===== config.mk =====
export PLATFORM = sky130hd
export DESIGN_NAME = iteration_result_collector
export DESIGN_NICKNAME = d
export VERILOG_FILES = /design/src/rtl/mandel_pkg.sv /design/src/rtl/iter_colour_map.sv /design/src/rtl/iteration_result_collector.sv
export SDC_FILE = /design/constraint.sdc
export NUM_CORES = 1
export LEC_CHECK = 0
export ABC_AREA = 1
export CORE_MARGIN = 2
export CORE_UTILIZATION = 35
export DETAILED_ROUTE_END_ITERATION = 10
export MAX_ROUTING_LAYER = met4
export REMOVE_ABC_BUFFERS = 1
export SYNTH_ARGS = -nofsm -noshare
export SYNTH_HDL_FRONTEND = slang
export SYNTH_SLANG_ARGS = --single-unit

===== constraint.sdc =====
create_clock -name aclk -period 2.5 [get_ports aclk]
set_input_delay 0.375 -clock aclk [delete_from_list [all_inputs] [get_ports aclk]]
set_output_delay 0.375 -clock aclk [all_outputs]
set_load 0.02 [all_outputs]

===== src/rtl/mandel_pkg.sv =====
// ============================================================================
//  Package     : mandel_pkg
//  Description : Shared types and constants for the iteration result path
//                (collector FSM states, default widths, colour constants).
//  Revision    : 1.0 - initial release
// ============================================================================
`default_nettype none

package mandel_pkg;

  // Default widths of the iteration count and of frame coordinates
  localparam int COUNT_W_DEF = 24;
  localparam int DIM_W_DEF   = 12;

  // Headroom added to a count before comparing against the iteration limit
  localparam int ITER_STEP = 4;

  // Colour emitted for points judged to be inside the set
  localparam logic [23:0] IN_SET_COLOUR = 24'h000000;

  // Constant blue channel of the out-of-set colour ramp
  localparam logic [7:0] BLUE_BYTE = 8'h80;

  // Collector sequencing states
  typedef enum logic [2:0] {
    IDLE = 3'd0,
    CLR  = 3'd1,
    RUN  = 3'd2,
    SEND = 3'd3,
    DONE = 3'd4
  } state_t;

endpackage

`default_nettype wire


===== src/rtl/iter_colour_map.sv =====
// ============================================================================
//  Module      : iter_colour_map
//  Description : Combinational map from an iteration count to an RGB pixel.
//                Points whose count comes within ITER_STEP of the limit are
//                treated as in-set (black); others get a red/green ramp on
//                the low count byte with a fixed blue channel.
//                Only instantiated when ITER_COLOUR_MAP_EN is defined.
//  Revision    : 1.0 - initial release
// ============================================================================
`default_nettype none

module iter_colour_map
  import mandel_pkg::*;
#(
  parameter int COUNT_W = COUNT_W_DEF
) (
  input  logic [COUNT_W-1:0] iter_count,
  input  logic [COUNT_W-1:0] max_iterations,
  output logic [COUNT_W-1:0] colour
);

  // One extra bit so count + step cannot wrap near the top of the range
  logic [COUNT_W:0] sum_w;
  logic             in_set_w;
  logic [23:0]      rgb_w;

  assign sum_w    = {1'b0, iter_count} + (COUNT_W+1)'(ITER_STEP);
  assign in_set_w = (sum_w > {1'b0, max_iterations});
  assign rgb_w    = {iter_count[7:0], ~iter_count[7:0], BLUE_BYTE};

  // Select black for in-set points, otherwise the ramp colour
  always_comb begin
    colour = in_set_w ? COUNT_W'(IN_SET_COLOUR) : COUNT_W'(rgb_w);
  end

endmodule

`default_nettype wire


===== src/rtl/iteration_result_collector.sv =====
// ============================================================================
//  Module      : iteration_result_collector
//  Description : Walks one frame pixel by pixel: pulses iter_clr to restart
//                the iteration counter, waits for iter_done, captures the
//                count and streams it out on a valid/ready master with
//                tuser marking the first pixel of the frame and tlast the
//                last pixel of each line. Publishes the current coordinate.
//                Optional build macro ITER_COLOUR_MAP_EN replaces the raw
//                count with a mapped colour and adds the max_iterations port.
//  Revision    : 1.0 - initial release
// ============================================================================
`default_nettype none

module iteration_result_collector
  import mandel_pkg::*;
#(
  parameter int COUNT_W = COUNT_W_DEF,
  parameter int DIM_W   = DIM_W_DEF
) (
  input  logic               aclk,
  input  logic               aresetn,
  input  logic               start,
  input  logic [DIM_W-1:0]   frame_width,
  input  logic [DIM_W-1:0]   frame_height,
  input  logic [COUNT_W-1:0] iter_count,
  input  logic               iter_done,
`ifdef ITER_COLOUR_MAP_EN
  input  logic [COUNT_W-1:0] max_iterations,
`endif
  output logic               iter_clr,
  output logic [DIM_W-1:0]   pixel_x,
  output logic [DIM_W-1:0]   pixel_y,
  output logic [COUNT_W-1:0] m_axis_tdata,
  output logic               m_axis_tvalid,
  input  logic               m_axis_tready,
  output logic               m_axis_tlast,
  output logic               m_axis_tuser,
  output logic               busy,
  output logic               frame_done
);

  state_t             state_q, state_d;
  logic [DIM_W-1:0]   x_q, x_d;
  logic [DIM_W-1:0]   y_q, y_d;
  logic [DIM_W-1:0]   width_q, width_d;
  logic [DIM_W-1:0]   height_q, height_d;
  logic [COUNT_W-1:0] tdata_q, tdata_d;
  logic               tvalid_q, tvalid_d;
  logic               tlast_q, tlast_d;
  logic               tuser_q, tuser_d;
  logic               clr_q, clr_d;
  logic               busy_q, busy_d;
  logic               done_q, done_d;

  // Value that is captured into tdata when the counter reports done
  logic [COUNT_W-1:0] capture_w;
  logic               x_last_w;
  logic               y_last_w;

`ifdef ITER_COLOUR_MAP_EN
  iter_colour_map #(
    .COUNT_W (COUNT_W)
  ) u_colour_map (
    .iter_count     (iter_count),
    .max_iterations (max_iterations),
    .colour         (capture_w)
  );
`else
  assign capture_w = iter_count;
`endif

  // Stored dimensions are never zero while a frame runs, so width-1 is safe
  assign x_last_w = (x_q == (width_q  - DIM_W'(1)));
  assign y_last_w = (y_q == (height_q - DIM_W'(1)));

  // Next-state and next-output logic for the pixel sequencer
  always_comb begin
    state_d  = state_q;
    x_d      = x_q;
    y_d      = y_q;
    width_d  = width_q;
    height_d = height_q;
    tdata_d  = tdata_q;
    tvalid_d = tvalid_q;
    tlast_d  = tlast_q;
    tuser_d  = tuser_q;

    case (state_q)
      IDLE: begin
        // Zero-sized frames are dropped rather than started
        if (start && (frame_width != '0) && (frame_height != '0)) begin
          width_d  = frame_width;
          height_d = frame_height;
          x_d      = '0;
          y_d      = '0;
          state_d  = CLR;
        end
      end
      CLR: begin
        state_d = RUN;
      end
      RUN: begin
        if (iter_done) begin
          tdata_d  = capture_w;
          tvalid_d = 1'b1;
          tlast_d  = x_last_w;
          tuser_d  = (x_q == '0) && (y_q == '0);
          state_d  = SEND;
        end
      end
      SEND: begin
        // Beat fields stay frozen until the consumer takes them
        if (m_axis_tready) begin
          tvalid_d = 1'b0;
          if (x_last_w && y_last_w) begin
            state_d = DONE;
          end else if (x_last_w) begin
            x_d     = '0;
            y_d     = y_q + DIM_W'(1);
            state_d = CLR;
          end else begin
            x_d     = x_q + DIM_W'(1);
            state_d = CLR;
          end
        end
      end
      DONE: begin
        state_d = IDLE;
      end
      default: begin
        state_d = IDLE;
      end
    endcase

    // Status outputs are registered images of the state being entered
    clr_d  = (state_d == CLR);
    busy_d = (state_d != IDLE);
    done_d = (state_d == DONE);
  end

  // State and output registers with synchronous reset
  always_ff @(posedge aclk) begin
    if (aresetn) begin
      state_q  <= IDLE;
      x_q      <= '0;
      y_q      <= '0;
      width_q  <= '0;
      height_q <= '0;
      tdata_q  <= '0;
      tvalid_q <= 1'b0;
      tlast_q  <= 1'b0;
      tuser_q  <= 1'b0;
      clr_q    <= 1'b0;
      busy_q   <= 1'b0;
      done_q   <= 1'b0;
    end else begin
      state_q  <= state_d;
      x_q      <= x_d;
      y_q      <= y_d;
      width_q  <= width_d;
      height_q <= height_d;
      tdata_q  <= tdata_d;
      tvalid_q <= tvalid_d;
      tlast_q  <= tlast_d;
      tuser_q  <= tuser_d;
      clr_q    <= clr_d;
      busy_q   <= busy_d;
      done_q   <= done_d;
    end
  end

  assign iter_clr      = clr_q;
  assign pixel_x       = x_q;
  assign pixel_y       = y_q;
  assign m_axis_tdata  = tdata_q;
  assign m_axis_tvalid = tvalid_q;
  assign m_axis_tlast  = tlast_q;
  assign m_axis_tuser  = tuser_q;
  assign busy          = busy_q;
  assign frame_done    = done_q;

endmodule

`default_nettype wire

==> metrics.yaml <==
finish:
  layout_commonest_cell: "nor2_1"
  final_cell_mix: "nor2_1 (145), nand2_1 (143), clkdlybuf4s50_1 (106)"
  final_area_sq_um: 6380
  drive_gt1_share_pct: 10.6
  final_nets: 885
  syn2layout_area_growth_pct: 36.6
  fin_cells: 1007
  diodes: 0
clocking:
  clockBufferDepth: 2
  cts_inserted_buffers: 9
  path_clk_slew_ns: 0.06
  cts_htree_levels: 3
  cts_sinks: 81
  cts_tree: "done"
  clkLatencyLatePin_ns: 0.35
  cts-root-buf: "clkbuf_16"
worst_setup_path:
  max_stage_delay_ns: 0.34
  worstPathBufferInverterCount: 3
  cp.required_ns: 2.79
  cp-start-kind: "flip-flop"
  cp_top_family: "simple AND/OR/NAND/NOR gates"
  critPathMostFrequentCell: "nand2_2"
  end_kind: "flip-flop"
  path_class: "reg -> reg"
  worstPathCellList: "inv_2, ha_4, inv_1, nand2_2, nand2_2, nor2_2, nand2_1, nor2_1, nand3_1, nor2_2, nand2_2, nor2_4, nand2_2, nand2_2, nand2_4, buf_6, nand3_1, nand2_1, nor2_1"
  worst-endpoint-arrival_ns: 2.59
  path_max_fanout: 6
  critPathSlowestCell: "dfxtp_2"
job:
  cap_viol_max_count: 0
grt:
  track_usage_pct: 20.1
  antenna_found_initial: 0
  overflow: 0
  grt_pass1_vias: 4637
  grt_start_max_net_pins: 39
  grt_pass1_wl_um: 22400
outcome:
  outcome: "finished clean"
placement:
  dp_slack_ns: 0.0437
  place_inst: 988
  dp_hpwl_um: 10100
  io_buffers: 106
  place_congestion: 0.901
  placed_cell_area_sq_um: 6000
drt:
  wl_um: 13500
  drc: 0
  via_count: 4897
  wl_per_cell_um: 13.4
  avgViaCountPerCell: 4.86
  first_pass_iters: 5
  drt_iter0_markers: 315
  postRouteAntennaNets: 0
synthesis:
  synthCells: 716
  yosysWarningCount: 0
  synth-seq-cells: 81
  synth_cell_types: 37
  async_flop_share_pct: 0
  seq_area_frac_synth_pct: 34.7
  synth_area_per_cell_sq_um: 6.53
  ys.flop_type: "dfxtp_1"
  syn_area_sq_um: 4680
  synth_edf_count: 0
floorplanning:
  rows: 42
  die-area_sq_um: 14300
  io_pins: 107
  start_util_pct: 35.6
  core_area_sq_um: 13100
  dieHeight_um: 120
  die_w_um: 120
sta:
  worstMarginPinSlew_ns: 0.626
  slew_viol_final: 0
  fin_skew_ns: 0.00668
  final.min_clock_period_ns: 2.30
  setup_viol: 0
  hold_viol: 0
  max_freq_mhz: 434
  fin_ws_ns: 0.196
  setup-tns-final_ns: 0
  fin_crit_sh_pct: 92.2
  max-slew-margin-rel_pct: 58.2
power:
  p_total_mw: 3.81
  p_switching_mw: 1.29
  power.density_nw_per_um2: 597
  power_switching_share_pct: 33.8
  clkPwrFrac_pct: 32.9
  irDropWorstVdd_mv: 0.295
  internal_power_mw: 2.53
  seqPwrFrac_pct: 38.7
  pwr-share-comb_pct: 28.4
  leakagePower_nw: 2.55
worst_hold_path:
  hold_class: "reg -> reg"
[per-layer routing]
layer	vias to the layer above	wire (um)	share of wire, %	GRT usage [%]
met5	-	0	0	-
met4	0	300	2.2	8.46
met3	23	900	6.7	4.52
met2	153	5900	44	30.1
met1	2205	6420	47	26.1
li1	2516	-	-	-
[what timing repair did]
item / 4_1_cts / 5_1_grt
hold buffers: 0 / 0
hold endpoints to repair: 0 / 0
setup endpoints to repair: 0 / 24
resized for setup: 0 / 20
setup buffers: 0 / 2
[area by class of cell]
type | instances | area, sq um
Inverter | 67 | 254
Multi-Input combinational cell | 535 | 2720
Tap cell | 176 | 220
Sequential cell | 81 | 1630
Fill cell | 1317 | 6750
Timing Repair Buffer | 132 | 1280
Clock buffer | 10 | 239
Clock inverter | 6 | 43.8
[registers in the layout (all words and copies together), names as in the netlist]
| signal | count |
|---|---|
| m_axis_tdata | 24 |
| height_q | 12 |
| pixel_x | 12 |
| pixel_y | 12 |
| width_q | 12 |
| state_q | 3 |
| busy | 1 |
| frame_done | 1 |
| iter_clr | 1 |
| m_axis_tlast | 1 |
| m_axis_tuser | 1 |
| m_axis_tvalid | 1 |
[synth_stat cells (2+ instances only)]
cell	instances	share of area, %
nor3b_1	2	0.32
xor2_1	25	4.7
buf_1	3	0.24
nand2_1	145	12
clkinv_1	2	0.16
nor4_1	9	1.2
a21oi_2	8	1.5
buf_4	2	0.32
nor2_1	147	12
buf_2	6	0.64
ha_1	6	1.6
dfxtp_1	81	35
nand2_2	6	0.80
nor2_4	2	0.48
o21ai_0	52	5.6
inv_1	60	4.8
nor3_1	14	1.5
clkbuf_1	21	1.7
nand2_4	2	0.48
nand3b_1	5	0.80
a21oi_1	26	2.8
nand4_1	17	2.3
xnor2_1	7	1.3
nand3_1	45	4.8
inv_2	5	0.40
nand3_2	3	0.64
nor2_2	5	0.67
[worst reg2reg max path, cell delays in order, from the launching register on]
cell	delay (ns)
dfxtp_2	0.34
inv_2	0.06
ha_4	0.26
inv_1	0.04
nand2_2	0.06
nand2_2	0.05
nor2_2	0.10
nand2_1	0.05
nor2_1	0.12
nand3_1	0.10
nor2_2	0.18
nand2_2	0.08
nor2_4	0.14
nand2_2	0.06
nand2_2	0.09
nand2_4	0.12
buf_6	0.17
nand3_1	0.07
nand2_1	0.07
nor2_1	0.08
[power groups by stage]
stage / Sequential, mW / Clock, mW / Combinational (mW)
finish: 1.48 / 1.25 / 1.08
global route: 1.49 / 1.35 / 1.22
CTS: 1.47 / 1.30 / 1.02
detailed placement: 1.50 / 0 / 1.02
global placement: 1.50 / 0 / 0.997
floorplan: 1.53 / 0 / 0.593
[through the flow]
step / hold WS, ns / utilization, %
final: 0.477 / 48.6
after global routing: 0.508 / 48.6
after CTS: 0.479 / 47.8
after detailed placement: 0.467 / 45.7
after global placement: 0.462 / 45.7
after floorplan: 0.437 / -
[cell families (layout without fill, tap and decap cells)]
kind of cell	count (synthesis)	count (layout)	synth area share, %
AND/OR/NAND/NOR	404	405	38.0
buffers and inverters	101	215	8.62
AO/OA/AOI/OAI	91	91	10.6
flip-flops	81	81	34.7
adder cells (fa/ha/maj)	6	6	1.61
XOR/XNOR	33	33	6.48
[final timing paths]
kind                                   from                         to  slack, ns  depth (start not counted)
setup / recovery    width_q[1]$_SDFFE_PP0P_    pixel_x[6]$_SDFFE_PP0P_       0.20                         19
setup reg to reg    width_q[1]$_SDFFE_PP0P_    pixel_x[6]$_SDFFE_PP0P_       0.20                         19
hold reg to reg   m_axis_tuser$_SDFFE_PP0P_  m_axis_tuser$_SDFFE_PP0P_       0.48                          2
hold / removal    m_axis_tuser$_SDFFE_PP0P_  m_axis_tuser$_SDFFE_PP0P_       0.48                          2
(Power assumes the default switching activity.)
==> RTL edit 1: new RTL, same settings <==
Add a define of `ITER_COLOUR_MAP_EN`.
--- a/src/rtl/iteration_result_collector.sv
+++ b/src/rtl/iteration_result_collector.sv
@@ -10,6 +10,8 @@
 //  Revision    : 1.0 - initial release
 // ============================================================================
 `default_nettype none
+
+`define ITER_COLOUR_MAP_EN
 
 module iteration_result_collector
   import mandel_pkg::*;
Ports: changed (added max_iterations); port bits go from 107 to 131. The function was not compared with the original's and may differ.
==> RTL edit 1 against the unedited design <==
The run now ends with negative setup slack left. Synthesized area is 23% higher. Total power increased by 7.0%. Global-route usage grew 0.78 points. Sequential share of layout area fell by 7.7 points. Wire length up 32%. Worst setup slack worse by 0.48 ns. Sequential power decreased by 11%. Die area grew 22%. Design area up 31%. Sequential cell count down 7. Critical endpoint is now m_axis_tdata[17]$_SDFFE_PP0P_. Largest cell class unchanged. Largest power group is now combinational logic.
==> RTL edit 1: results (changes against the unedited design) <==
metric;value;unit;change
overall routing resource usage;20.8;%;was 20.1%
share of layout cells above drive strength 1;16.2;%;was 10.6%
Synth cell types;39;;was 37
FF-to-FF path depth;16;;was 19
Initial DRC Count;286;;was 315
Slowest cell on crit path;clkdlybuf4s50_1;;was dfxtp_2
Sw Share;35.0;%;was 33.8%
Hold Crit Start;iter_count[5];;was m_axis_tuser$_SDFFE_PP0P_
largest net degree at the start of global routing;41;;was 39
maximum VDD drop;0.000353;V;was 0.000295 V
Post-CTS Resized;52;;was 0
fin cells;1321;;was 1007
post-DR wirelength/cell;13.5;um;was 13.4 um
Synth Area in Compound Gates;9.92;%;was 10.6%
syn avg cell area;6.35;um^2;was 6.53 um^2
sequential area share after synthesis;25.7;%;was 34.7%
Final #Nets;1208;;was 885
cell area after placement;0.00767;mm^2;was 0.00600 mm^2
Hold EP;m_axis_tdata[21]$_SDFFE_PP0P_;;was m_axis_tuser$_SDFFE_PP0P_
Synth Warn #;0;;unchanged
CP peak stage delay;0.50;ns;was 0.34 ns
adder-cell share of the synthesized area;6.73;%;was 1.61%
worst path arrival time;3.06;ns;was 2.59 ns
Pleak;3.65;nW;was 2.55 nW
synth top area cells;dfxtp_1, nand2_1, inv_1;;was dfxtp_1, nor2_1, nand2_1
worst hold path type;input pin to flip-flop;;was flip-flop to flip-flop
Crit. Startpoint;iter_count[10];;was width_q[1]$_SDFFE_PP0P_
Hold Path Depth;4;;was 2
IO buf count;123;;was 106
XOR/XNOR Fraction of Synth Area;8.51;%;was 6.48%
CP Max Fanout;5;;was 6
Placer Congestion;0.880;;was 0.901
Worst Slack Setup Final;-0.287;ns;was 0.196 ns
Flop pwr share;32.3;%;was 38.7%
Worst Skew;0.0101;ns;was 0.00668 ns
r2r endpoint;pixel_y[3]$_SDFFE_PP0P_;;was pixel_x[6]$_SDFFE_PP0P_
Clk. pwr;1.32;mW;was 1.25 mW
dpl ws;-1.22;ns;was 0.0437 ns
Post-CTS Setup Bufs;9;;was 0
Setup TNS;-3.70;ns;was 0 ns
Final Hold Slack;0.418;ns;was 0.477 ns
failing checks;negative setup slack;;
Clk pwr share;32.5;%;was 32.9%
vias in the first global route;5849;;was 4637
slew margin rel.;37.5;%;was 58.2%
first-pass GRT wire length;28900;um;was 22400 um
Via-to-Cell Ratio;4.78;;was 4.86
# setup viols final;17;;was 0
status;complete, but fails checks;;was completed
CP endpoint;m_axis_tdata[17]$_SDFFE_PP0P_;;was pixel_x[6]$_SDFFE_PP0P_
commonest cells in the synthesized netlist;nand2_1, inv_1, nor2_1, nand3_1, dfxtp_1;;was nor2_1, nand2_1, dfxtp_1, inv_1, o21ai_0
total CTS buffers;9;;unchanged
Reg2Reg Launch Point;width_q[0]$_SDFFE_PP0P_;;was width_q[1]$_SDFFE_PP0P_
max FFs per register;17;;was 24
HPWL Detailed;13800;um;was 10100 um
## RTL edit 1: changes by cell type after synthesis, moves of 11 or more
| cell | before | now |
|---|---|---|
| a21oi_1 | 26 | 68 |
| xor2_1 | 25 | 40 |
| inv_1 | 60 | 122 |
| nor3_1 | 14 | 25 |
| nand3_1 | 45 | 84 |
| o21ai_0 | 52 | 36 |
| nor2_1 | 147 | 106 |
| ha_1 | 6 | 31 |
| nand2_1 | 145 | 189 |
## RTL edit 1: final cells by class
| class | count | area, um^2 |
|---|---|---|
| multi-input combinational | 679 | 3870 |
| fill | 1658 | 7640 |
| clock buffer | 9 | 225 |
| inverter | 125 | 472 |
| clock inverter | 7 | 76.3 |
| tap | 216 | 270 |
| timing repair buffer | 211 | 1970 |
| sequential | 74 | 1480 |
## RTL edit 1: per-layer routing
metal / vias up / global-route usage [%] / share of wire [%]
met1: 2829 / 26.9 / 47
met2: 164 / 32.8 / 46
li1: 3305 / - / -
met4: 0 / 5.97 / 1.4
met5: - / - / 0
met3: 17 / 4.50 / 6.0
==> RTL edit 2: new RTL, same settings <==
Without the edit above. `x_q`, `y_q` and `tdata_q` no longer have a reset.
--- a/src/rtl/iteration_result_collector.sv
+++ b/src/rtl/iteration_result_collector.sv
@@ -142,11 +142,8 @@
   always_ff @(posedge aclk) begin
     if (aresetn) begin
       state_q  <= IDLE;
-      x_q      <= '0;
-      y_q      <= '0;
       width_q  <= '0;
       height_q <= '0;
-      tdata_q  <= '0;
       tvalid_q <= 1'b0;
       tlast_q  <= 1'b0;
       tuser_q  <= 1'b0;
@@ -155,11 +152,8 @@
       done_q   <= 1'b0;
     end else begin
       state_q  <= state_d;
-      x_q      <= x_d;
-      y_q      <= y_d;
       width_q  <= width_d;
       height_q <= height_d;
-      tdata_q  <= tdata_d;
       tvalid_q <= tvalid_d;
       tlast_q  <= tlast_d;
       tuser_q  <= tuser_d;
@@ -167,6 +161,12 @@
       busy_q   <= busy_d;
       done_q   <= done_d;
     end
+  end
+
+  always_ff @(posedge aclk) begin
+    x_q     <= x_d;
+    y_q     <= y_d;
+    tdata_q <= tdata_d;
   end
 
   assign iter_clr      = clr_q;
Check against the original RTL: differs if aresetn is asserted again (counterexample within 4 cycles, from zero or initial values and one cycle with aresetn high); with aresetn held inactive, the same outputs for 10 cycles.
==> RTL edit 2 against the unedited design <==
Clock skew is 0.0026 ns higher. Worst setup slack better by 0.031 ns. Synthesized area is 0.96% lower. Total power is 16% higher. Sequential cell count stayed put. Combinational power is 21% higher. Wire length is 5.5% lower. Design area is 1.5% lower. Critical endpoint is now pixel_y[7]$_SDFFCE_PP0P_.
==> RTL edit 2: results (changes against the unedited design) <==
metric;value;unit;change
r2r endpoint;pixel_y[7]$_SDFFCE_PP0P_;;was pixel_x[6]$_SDFFE_PP0P_
syn avg cell area;7.40;um^2;was 6.53 um^2
Filler cells;1244;;was 1317
vias in the first global route;4207;;was 4637
Synth cell types;35;;was 37
Final #Nets;803;;was 885
status;completed;;unchanged
adder-cell share of the synthesized area;1.62;%;was 1.61%
first-pass GRT wire length;20700;um;was 22400 um
Slowest cell on crit path;dfxtp_1;;was dfxtp_2
WL final;12800;um;was 13500 um
worst path arrival time;2.34;ns;was 2.59 ns
Pleak;2.67;nW;was 2.55 nW
XOR/XNOR Fraction of Synth Area;2.27;%;was 6.48%
cell area after placement;0.00596;mm^2;was 0.00600 mm^2
Synth Area in Compound Gates;6.78;%;was 10.6%
EDFF count, synth;48;;was 0
dpl ws;0.168;ns;was 0.0437 ns
Via-to-Cell Ratio;4.79;;was 4.86
Hold Crit Start;height_q[1]$_SDFFE_PP0P_;;was m_axis_tuser$_SDFFE_PP0P_
router iterations before antenna repair;4;;was 5
Initial DRC Count;273;;was 315
post-route clock period utilization;90.9;%;was 92.2%
FF-to-FF path depth;15;;was 19
Synth Flop Type;edfxtp_1;;was dfxtp_1
FF/Latch Area;0.00210;mm^2;was 0.00163 mm^2
R2R Setup Slk;0.23;ns;was 0.20 ns
maximum VDD drop;0.000354;V;was 0.000295 V
Final Hold Slack;0.532;ns;was 0.477 ns
HPWL Detailed;9960;um;was 10100 um
commonest cells in the synthesized netlist;nand2_1, nor2_1, inv_1, edfxtp_1, nor3_1;;was nor2_1, nand2_1, dfxtp_1, inv_1, o21ai_0
sequential area share after synthesis;45.4;%;was 34.7%
Worst Skew;0.00933;ns;was 0.00668 ns
placed insts;909;;was 988
largest net degree at the start of global routing;27;;was 39
synth top area cells;edfxtp_1, dfxtp_1, nand2_1;;was dfxtp_1, nor2_1, nand2_1
CP Max Fanout;12;;was 6
[RTL edit 2: routing by layer]
metal	track usage, %	vias to the layer above	wire, um
li1	-	2275	-
met1	24.6	2014	6150
met2	29.3	125	5740
met3	2.87	16	688
met4	7.37	0	208
met5	-	-	0
[RTL edit 2: cell type report]
| cell class | instances | share of cell area (%) |
|---|---|---|
| inverter | 90 | 5.37 |
| sequential | 81 | 33.4 |
| clock buffer | 9 | 3.58 |
| timing repair buffer | 118 | 18.6 |
| clock inverter | 7 | 1.33 |
| multi-input combinational | 444 | 34.2 |
| tap | 176 | 3.50 |
[RTL edit 2: cell families after synthesis]
kind of cell,after synthesis
AOI/OAI and AO/OA,58
adders and majority gates,6
DFF,81
and+or+nand+nor,368
xor gates and xnor gates,12
buffers and inverters,101
[RTL edit 2: worst max-delay path by stage]
stage,end,cells after the start
floorplan,busy$_SDFF_PP0_,6
detailed placement,pixel_y[1]$_SDFFCE_PP0P_,15
CTS,pixel_y[7]$_SDFFCE_PP0P_,14
finish,pixel_y[7]$_SDFFCE_PP0P_,15
global route,pixel_x[8]$_SDFFCE_PP0P_,16
global placement,pixel_y[3]$_SDFFCE_PP0P_,15
[RTL edit 2: power by group]
part | switching, mW | total, mW | internal [mW]
combinational | 0.785 | 1.31 | 0.525
sequential | 0.161 | 1.72 | 1.56
clock | 0.615 | 1.41 | 0.796
[RTL edit 2: tightest hold or removal path: stages (launching register included)]
cell     delay [ns]
dfxtp_1        0.33
o21ai_0        0.08
nor2_1         0.08
